===== src/rtl/alu_pkg.sv =====
// Shared definitions for the registered ALU: opcode encoding and default width.
package alu_pkg;

    localparam int ALU_W = 8;

    typedef enum logic [3:0] {
        OP_ADD  = 4'h0,
        OP_SUB  = 4'h1,
        OP_MUL  = 4'h2,
        OP_DIV  = 4'h3,
        OP_SHL  = 4'h4,
        OP_SHR  = 4'h5,
        OP_ROL  = 4'h6,
        OP_ROR  = 4'h7,
        OP_AND  = 4'h8,
        OP_OR   = 4'h9,
        OP_XOR  = 4'hA,
        OP_NOR  = 4'hB,
        OP_NAND = 4'hC,
        OP_XNOR = 4'hD,
        OP_GT   = 4'hE,
        OP_EQ   = 4'hF
    } alu_op_e;

endpackage


===== src/rtl/alu_if.sv =====
// Signal bundles for the ALU: operand/result bus and the shared clock/reset pair.
interface ALU_if #(
    parameter int WIDTH = alu_pkg::ALU_W
);
    logic [WIDTH-1:0] A;
    logic [WIDTH-1:0] B;
    logic [3:0]       ALU_sel;
    logic [WIDTH-1:0] ALU_out;
    logic             Carry_out;

    // The requester drives operands and opcode and observes the result.
    modport master (
        output A, B, ALU_sel,
        input  ALU_out, Carry_out
    );

    // The ALU consumes operands and opcode and drives the result.
    modport slave (
        input  A, B, ALU_sel,
        output ALU_out, Carry_out
    );
endinterface



===== src/rtl/alu_comb.sv =====
// Purely combinational compute stage: operands and opcode in, result and carry out.
module alu_comb
    import alu_pkg::*;
#(
    parameter int WIDTH = ALU_W
) (
    input  logic [WIDTH-1:0] a,
    input  logic [WIDTH-1:0] b,
    input  logic [3:0]       alu_sel,
    output logic [WIDTH-1:0] res,
    output logic             carry
);

    logic [WIDTH:0] wide;

    // Decode the opcode; anything unrecognised (including X/Z) falls to zero.
    always_comb begin
        res   = '0;
        carry = 1'b0;
        wide  = '0;
        case (alu_sel)
            OP_ADD: begin
                wide  = {1'b0, a} + {1'b0, b};
                res   = wide[WIDTH-1:0];
                carry = wide[WIDTH];
            end
            OP_SUB: begin
                wide  = {1'b0, a} - {1'b0, b};
                res   = wide[WIDTH-1:0];
                carry = wide[WIDTH];
            end
            OP_MUL:  res = a * b;
            OP_DIV:  res = (b == '0) ? '1 : a / b;
            OP_SHL:  res = {a[WIDTH-2:0], 1'b0};
            OP_SHR:  res = {1'b0, a[WIDTH-1:1]};
            OP_ROL:  res = {a[WIDTH-2:0], a[WIDTH-1]};
            OP_ROR:  res = {a[0], a[WIDTH-1:1]};
            OP_AND:  res = a & b;
            OP_OR:   res = a | b;
            OP_XOR:  res = a ^ b;
            OP_NOR:  res = ~(a | b);
            OP_NAND: res = ~(a & b);
            OP_XNOR: res = ~(a ^ b);
            OP_GT:   res = {{(WIDTH-1){1'b0}}, (a > b)};
            OP_EQ:   res = {{(WIDTH-1){1'b0}}, (a == b)};
            default: begin
                res   = '0;
                carry = 1'b0;
            end
        endcase
    end

endmodule


===== src/rtl/alu_core.sv =====
// Registered ALU: combinational compute stage followed by a single output register.
module alu_core
    import alu_pkg::*;
#(
    parameter int WIDTH = ALU_W
) (
    input  logic  clk,
    input  logic  rst,
    ALU_if.slave  bus
);

    logic [WIDTH-1:0] alu_out_d;
    logic [WIDTH-1:0] alu_out_q;
    logic             carry_d;
    logic             carry_q;
    logic [WIDTH-1:0] comb_res;
    logic             comb_carry;

    alu_comb #(
        .WIDTH (WIDTH)
    ) u_comb (
        .a       (bus.A),
        .b       (bus.B),
        .alu_sel (bus.ALU_sel),
        .res     (comb_res),
        .carry   (comb_carry)
    );

    // Next register value is simply this cycle's compute result.
    always_comb begin
        alu_out_d = comb_res;
        carry_d   = comb_carry;
    end

    // Output register; reset clears it immediately so no stale result survives.
    always_ff @(posedge clk or posedge rst) begin
        if (rst) begin
            alu_out_q <= '0;
            carry_q   <= 1'b0;
        end else begin
            alu_out_q <= alu_out_d;
            carry_q   <= carry_d;
        end
    end

    assign bus.ALU_out   = alu_out_q;
    assign bus.Carry_out = carry_q;

endmodule


===== src/flat_wrapper.sv =====
// flat-port wrapper written by rule: the top's interface ports become plain ports
module alu_core_flat import alu_pkg::*;
#(
    parameter int WIDTH = ALU_W
)
  (clk, rst, bus_A, bus_B, bus_ALU_sel, bus_ALU_out, bus_Carry_out);
  ALU_if #(.WIDTH(WIDTH)) bus_i ();
  input  logic clk;
  input  logic rst;
  input wire logic [$bits(bus_i.A)-1:0] bus_A;
  input wire logic [$bits(bus_i.B)-1:0] bus_B;
  input wire logic [$bits(bus_i.ALU_sel)-1:0] bus_ALU_sel;
  output wire logic [$bits(bus_i.ALU_out)-1:0] bus_ALU_out;
  output wire logic [$bits(bus_i.Carry_out)-1:0] bus_Carry_out;
  assign bus_i.A = bus_A;
  assign bus_i.B = bus_B;
  assign bus_i.ALU_sel = bus_ALU_sel;
  assign bus_ALU_out = bus_i.ALU_out;
  assign bus_Carry_out = bus_i.Carry_out;
  alu_core #(.WIDTH(WIDTH)) u_core (.clk(clk), .rst(rst), .bus(bus_i));
endmodule

===== config.mk =====
export PLATFORM = sky130hd
export DESIGN_NAME = alu_core_flat
export DESIGN_NICKNAME = d
export VERILOG_FILES = /design/src/rtl/alu_pkg.sv /design/src/rtl/alu_if.sv /design/src/rtl/alu_comb.sv /design/src/rtl/alu_core.sv /design/src/flat_wrapper.sv
export SDC_FILE = /design/constraint.sdc
export NUM_CORES = 1
export LEC_CHECK = 0
export CAP_MARGIN = 20
export CORE_UTILIZATION = 50
export CTS_BUF_LIST = sky130_fd_sc_hd__clkbuf_4 sky130_fd_sc_hd__clkbuf_8
export DETAILED_ROUTE_END_ITERATION = 8
export GPL_TIMING_DRIVEN = 0
export PLACE_DENSITY = 0.68
export SLEW_MARGIN = 20
export SYNTH_ARGS = -nofsm -noshare
export SYNTH_HDL_FRONTEND = slang
export SYNTH_SLANG_ARGS = --single-unit

===== constraint.sdc =====
create_clock -name clk -period 1.5 [get_ports clk]
set_clock_uncertainty 0.15 [all_clocks]
set_input_delay 0.3 -clock clk [delete_from_list [all_inputs] [get_ports clk]]
set_output_delay 0.3 -clock clk [all_outputs]
set_load 0.02 [all_outputs]

Word level (Yosys, flattened, before mapping)
Index checks and enable logic that the tools add are counted.
Storage, ports and cells
  register bits after elaboration: 9
  bits of input ports: 22
  output and inout bits: 9
  logic and storage cells: 34
Cells by class
  add/subtract/negate cells: 2
  $mul: 1
  div/mod/pow operators: 1
  $lt $le $gt $ge: 1
  eq/ne operators: 16
  mux-type cells: 3
  bitwise operators: 6
  reductions and logical operators: 2
Operators by type and width (count)
  one-hot mux 8 bit (16 select lines): 1
  == test 4 bit (second input constant): 8
  inverter 8 bit: 3
  == test 4 x 3 -> 1 bit (second input constant): 4
  adder 8 x 8 -> 9 bit: 1
  subtractor 8 x 8 -> 9 bit: 1
  AND 8 bit: 1
  divider 8 x 8 -> 8 bit: 1
  == test 4 x 2 -> 1 bit (second input constant): 2
  == test 8 bit: 1
  greater-than comparator 8 bit: 1
  logical NOT 8 bit: 1
  multiplier 8 x 8 -> 8 bit: 1
  two-way mux 8 bit: 1
  bitwise OR 8 bit: 1
  bitwise XOR 8 bit: 1
  == test 4 x 1 -> 1 bit (second input constant): 1
  logical NOT 4 bit: 1
  one-hot mux 1 bit (2 select lines): 1

Depth between registers and ports, before layout
  word-level depth: 3
  depth in mapped cells: 51
  gate-level depth less buffers: 48

Cells and area by module
Synthesis repeated with hierarchy kept, for this count alone.
Second synthesis, totals
  cells, all modules: 595
  area total of the unflattened synthesis: 4374.2 µm²
By module, submodules not included
  alu_comb: times used 1, cells each 585, area an instance 4145.2 µm², sequential area each 0.0 µm²
  alu_core: times used 1, cells each 10, area an instance 229.0 µm², sequential area each 225.2 µm²

Worst setup path before layout
Ideal clock, no wire load.
  path type: input port to flip-flop
  from: input port bus_B[4]
  to: register u_core.alu_out_q[0] (netlist: u_core.bus.ALU_out[0])
  data arrival time: 10.221 ns
  data required time: 1.219 ns
  slack: -9.003 ns
  stages on the path: 47
  buffers on the path: 3
  cell sequence: nor4_4 nand2_1 nor2_1 a21oi_1 a21oi_1 ha_1 or3_1 and3_1 o32a_1 ha_1 and4b_1 a31oi_1 a21oi_1 mux2_2 ha_1 o21a_1 o22ai_1 and4b_1 [11 not listed] nand2_1 a41o_1 a211oi_1 nor2_1 ha_1 clkbuf_1 nand4_1 nor3_1 o31a_1 o21bai_1 buf_1 mux2_2 ha_1 a21oi_1 nor2b_1 or4_1 o21ai_0 nand3_1
Between the ends
  longest elaborated chain between the ends: 3
  elaborated cells on any way between the ends: 6
  classes of those cells: 1 x div; 1 x order compare; 1 x eq/ne; 2 x mux; 1 x reduce/logical
RTL lines
  start: declaration: line flat_wrapper.sv:11  | input wire logic [$bits(bus_i.B)-1:0] bus_B;
  divider 8 x 8 -> 8 bit or logical NOT 8 bit (tied branches): line alu_comb.sv:33  | OP_DIV: res = (b == '0) ? '1 : a / b;
  two-way mux 8 bit: line alu_comb.sv:33
  one-hot mux 8 bit (16 select lines) *: line alu_comb.sv:21  | case (alu_sel)
  named net u_core.alu_out_d[0]: line alu_core.sv:12  | logic [WIDTH-1:0] alu_out_d;
  end signal: assignment: line alu_core.sv:41  | alu_out_q <= alu_out_d;
  end: declaration: line alu_core.sv:13  | logic [WIDTH-1:0] alu_out_q;
Mark *: on every way through the listed nets, which the timed path passes. The rest lies on a longest branch.

Worst setup path in the final report
  from: input port bus_B[6]
  to: register u_core.alu_out_q[0] (netlist: u_core.bus.ALU_out[0])
Same word-level chain as after synthesis.

==> metrics.cfg <==
[setup_path]
cp_top_family = compound AO/OA/AOI/OAI gates
cpMaxStageDelayCell = or4_1
critical_path.startpoint_type = primary input
worstPathMaxFanout = 6
cpMostUsedCell = ha_4
worstPathRequired_ps = 1440
endpoint_kind = flop
timing_worst_setup_path_type = primary input to flop
path_buf_inv = 4
cp.arrival_ps = 10210
cpPeakStageDelay_ps = 410

[yosys]
synth_warnings = 0
seq_area_frac_synth_pct = 5.006
async_flop_share_pct = 100.0
syn_area_per_cell_sq_um = 7.340
yosysUniqueCellTypes = 70
netlist_area_sq_um = 4499
ys_seq_elements = 9
ys.flop_type = dfrtp_1
synth_edf_count = 0
syn_nets = 728
synth_cells = 613

[global_route]
grtUsageMet2_pct = 63.11
antenna_found_initial = 0
grtUsageTotal_pct = 35.39
grt_pass1_wl_mm = 26.61
grt_use_met3_pct = 3.035
use_met1_pct = 42.75
grt_max_degree = 16
grt-ovfl-total = 0
first_global_vias = 5083
busiest_layer = met2

[cts]
htreeDepth = 1
clockRootBuffer = clkbuf_8
cts.clk_slew.worst_paths_ps = 40
cts_max_path_buffers = 2
clkSinkCount = 9
numCtsBuffers = 3
tritoncts = built

[power_and_ir_drop]
pwr-share-seq_pct = 7.4
ir_drop_uv = 462.1
combPwrFrac_pct = 84.9
switchingPower_mw = 1.871
pwr-share-clk_pct = 7.7
internal_power_mw = 1.966
p_sw_share_pct = 48.76
power.density_nw_per_um2 = 613.0
p_leak_nw = 2.637

[floorplan]
io_pins = 31
dieHeight_microns = 96.86
die-area_sq_um = 9382
initial_core_util_pct = 51.59
core_sq_um = 8721
die-width_microns = 96.86
num_rows = 34

[routing]
drc_errors = 0
avgRoutedWirePerCell_microns = 22.26
drtPass1Iterations = 7
vias = 5328
drt-total-wl_mm = 18.05
drt_iter0_drc = 333
routed_via_density = 6.570
ant_nets = 0

[timing]
hold_viol_final = 0
fmax_mhz = 97.38
final-max-slew-violation-count = 0
worst_pin_slew_ps = 1086
finalCritPeriodShare_pct = 684.6
setup_slack_ps = -8769
setup_viol = 9
relSlewSlack_pct = 27.04
fin_crit_ps = 10270
rsz0062_at_grt = true

[outcome]
outcome = finished, violations left
violations = negative setup slack

[placed_design]
io_buffers = 27
hpwlAfterDp_mm = 12.34
dp_worst_setup_slack_ps = -10290
gp_congestion = 0.9507
placed_cell_area_sq_um = 5091

[job]
cap_viol_max_count = 0

[final_layout]
n_antenna_cell = 0
n_fill_cell = 668
syn_to_final_growth_pct = 39.10
stdcell_area_sq_um = 6259
nets = 819
drive_gt1_share_pct = 29.87

[hold_path]
hp-class = primary input to async pin

## routing by layer
layer	wire (microns)	vias up
met5	0	-
met2	8727	302
met3	1245	93
met4	1100	0
met1	6976	2525
li1	-	2408
## area by class of cell
class | instances | area (sq um) | share of cell area (%)
Tap cell | 108 | 135.1 | 2.159
Sequential cell | 9 | 225.2 | 3.599
Clock buffer | 4 | 48.80 | 0.7797
Buffer | 26 | 138.9 | 2.219
Inverter | 50 | 219.0 | 3.499
Timing Repair Buffer | 87 | 783.3 | 12.51
Multi-Input combinational cell | 527 | 4708 | 75.23
## logic make-up after synthesis
family	synth area share, %
AND/OR/NAND/NOR	21.30
AO/OA/AOI/OAI	28.11
adder cells (fa/ha/maj)	28.20
buffers and inverters	6.451
XOR/XNOR	7.008
multiplexers	3.921
flip-flops	5.006
## layout by cell type, fill, tap and decap left out, types with 7 or more instances in the layout
master	netlist	layout
ha_1	79	60
nand2_1	56	54
buf_4	0	53
nor2_1	62	49
inv_1	49	35
a21oi_1	37	29
o21ai_0	37	28
xnor2_1	25	21
clkbuf_1	23	16
ha_4	0	16
nor3_1	14	12
nor2b_1	12	11
xor2_1	11	10
a21o_1	10	10
dlygate4sd2_1	0	10
o211ai_1	9	9
nand3_1	11	9
fa_1	14	9
dfrtp_1	9	9
o21a_1	10	8
buf_6	0	8
a31oi_1	9	8
clkinvlp_4	0	7
inv_2	0	7
nor2_4	0	7
## sequential cells by signal, indices dropped and copies added (netlist names)
name,count
u_core.bus.ALU_out,8
u_core.bus.Carry_out,1
## Yosys cell counts, types with 3 or more instances
cell type | instances | area, sq um
mux2i_1 | 9 | 90.09
mux2_2 | 5 | 56.30
xor2_1 | 11 | 96.34
a21o_1 | 10 | 75.07
nor3_1 | 14 | 70.07
o22ai_1 | 7 | 43.79
o21a_1 | 10 | 75.07
nor2b_1 | 12 | 75.07
o31ai_1 | 3 | 22.52
o21bai_1 | 6 | 45.04
dfrtp_1 | 9 | 225.2
inv_1 | 49 | 183.9
a21boi_0 | 4 | 30.03
clkbuf_1 | 23 | 86.33
a21oi_1 | 37 | 185.2
a211oi_1 | 7 | 52.55
ha_1 | 79 | 988.5
o31a_1 | 4 | 35.03
o221ai_1 | 3 | 26.28
and3_1 | 5 | 31.28
or3_1 | 5 | 31.28
nand3_1 | 11 | 55.05
a221oi_1 | 5 | 43.79
xnor2_1 | 25 | 219.0
a31oi_1 | 9 | 56.30
nand2_1 | 56 | 210.2
nand2b_1 | 6 | 37.54
buf_1 | 3 | 11.26
and2_1 | 4 | 25.02
and4b_1 | 3 | 30.03
o21ai_0 | 37 | 185.2
fa_1 | 14 | 280.3
o211ai_1 | 9 | 67.56
nor4_1 | 3 | 18.77
nor2_1 | 62 | 232.7
a32oi_1 | 5 | 43.79
a22oi_1 | 5 | 37.54
a32o_1 | 3 | 30.03
## through the flow
step | instances | hold slack [ps] | setup TNS (ps) | util [%] | power [mW]
global placement | 748 | 436.3 | -50210 | 58.38 | 2.626
floorplan | 613 | -22.08 | -36710 | - | 2.012
finish | 811 | 182.8 | -39460 | 71.76 | 3.837
CTS | 793 | 203.4 | -37840 | 67.39 | 3.456
global route | 811 | 216.8 | -40770 | 71.76 | 4.087
detailed placement | 748 | 450.0 | -50860 | 58.38 | 2.690
## path summary, 6_finish.rpt
| path | from | endpoint | slack (ps) | cells past startpoint |
|---|---|---|---|---|
| min in group clk | bus_A[1] | u_core.bus.ALU_out[0]$_DFF_PP0_ | 400 | 4 |
| setup / recovery | bus_B[6] | u_core.bus.ALU_out[0]$_DFF_PP0_ | -8770 | 48 |
| hold / removal | rst | u_core.bus.ALU_out[3]$_DFF_PP0_ | 180 | 2 |
| max in group asynchronous | rst | u_core.bus.ALU_out[7]$_DFF_PP0_ | 760 | 2 |
## power by group through the flow
| stage | sequential (mW) | combinational [mW] | clock [mW] |
|---|---|---|---|
| global placement | 0.291 | 2.34 | 0 |
| finish | 0.285 | 3.26 | 0.294 |
| floorplan | 0.340 | 1.67 | 0 |
| global route | 0.289 | 3.48 | 0.315 |
| detailed placement | 0.291 | 2.40 | 0 |
| CTS | 0.286 | 2.87 | 0.297 |
## timing repair
item | 4_1_cts | 5_1_grt
endpoints found under the setup margin | 18 | 9
endpoints found under the hold margin | 0 | 0
gates cloned | 1 | 0
buffers inserted | 40 | 21
hold buffers | 0 | 0
pin swaps | 44 | 51
resized for setup | 187 | 67
No activity file was read; power rests on OpenSTA's default activity.
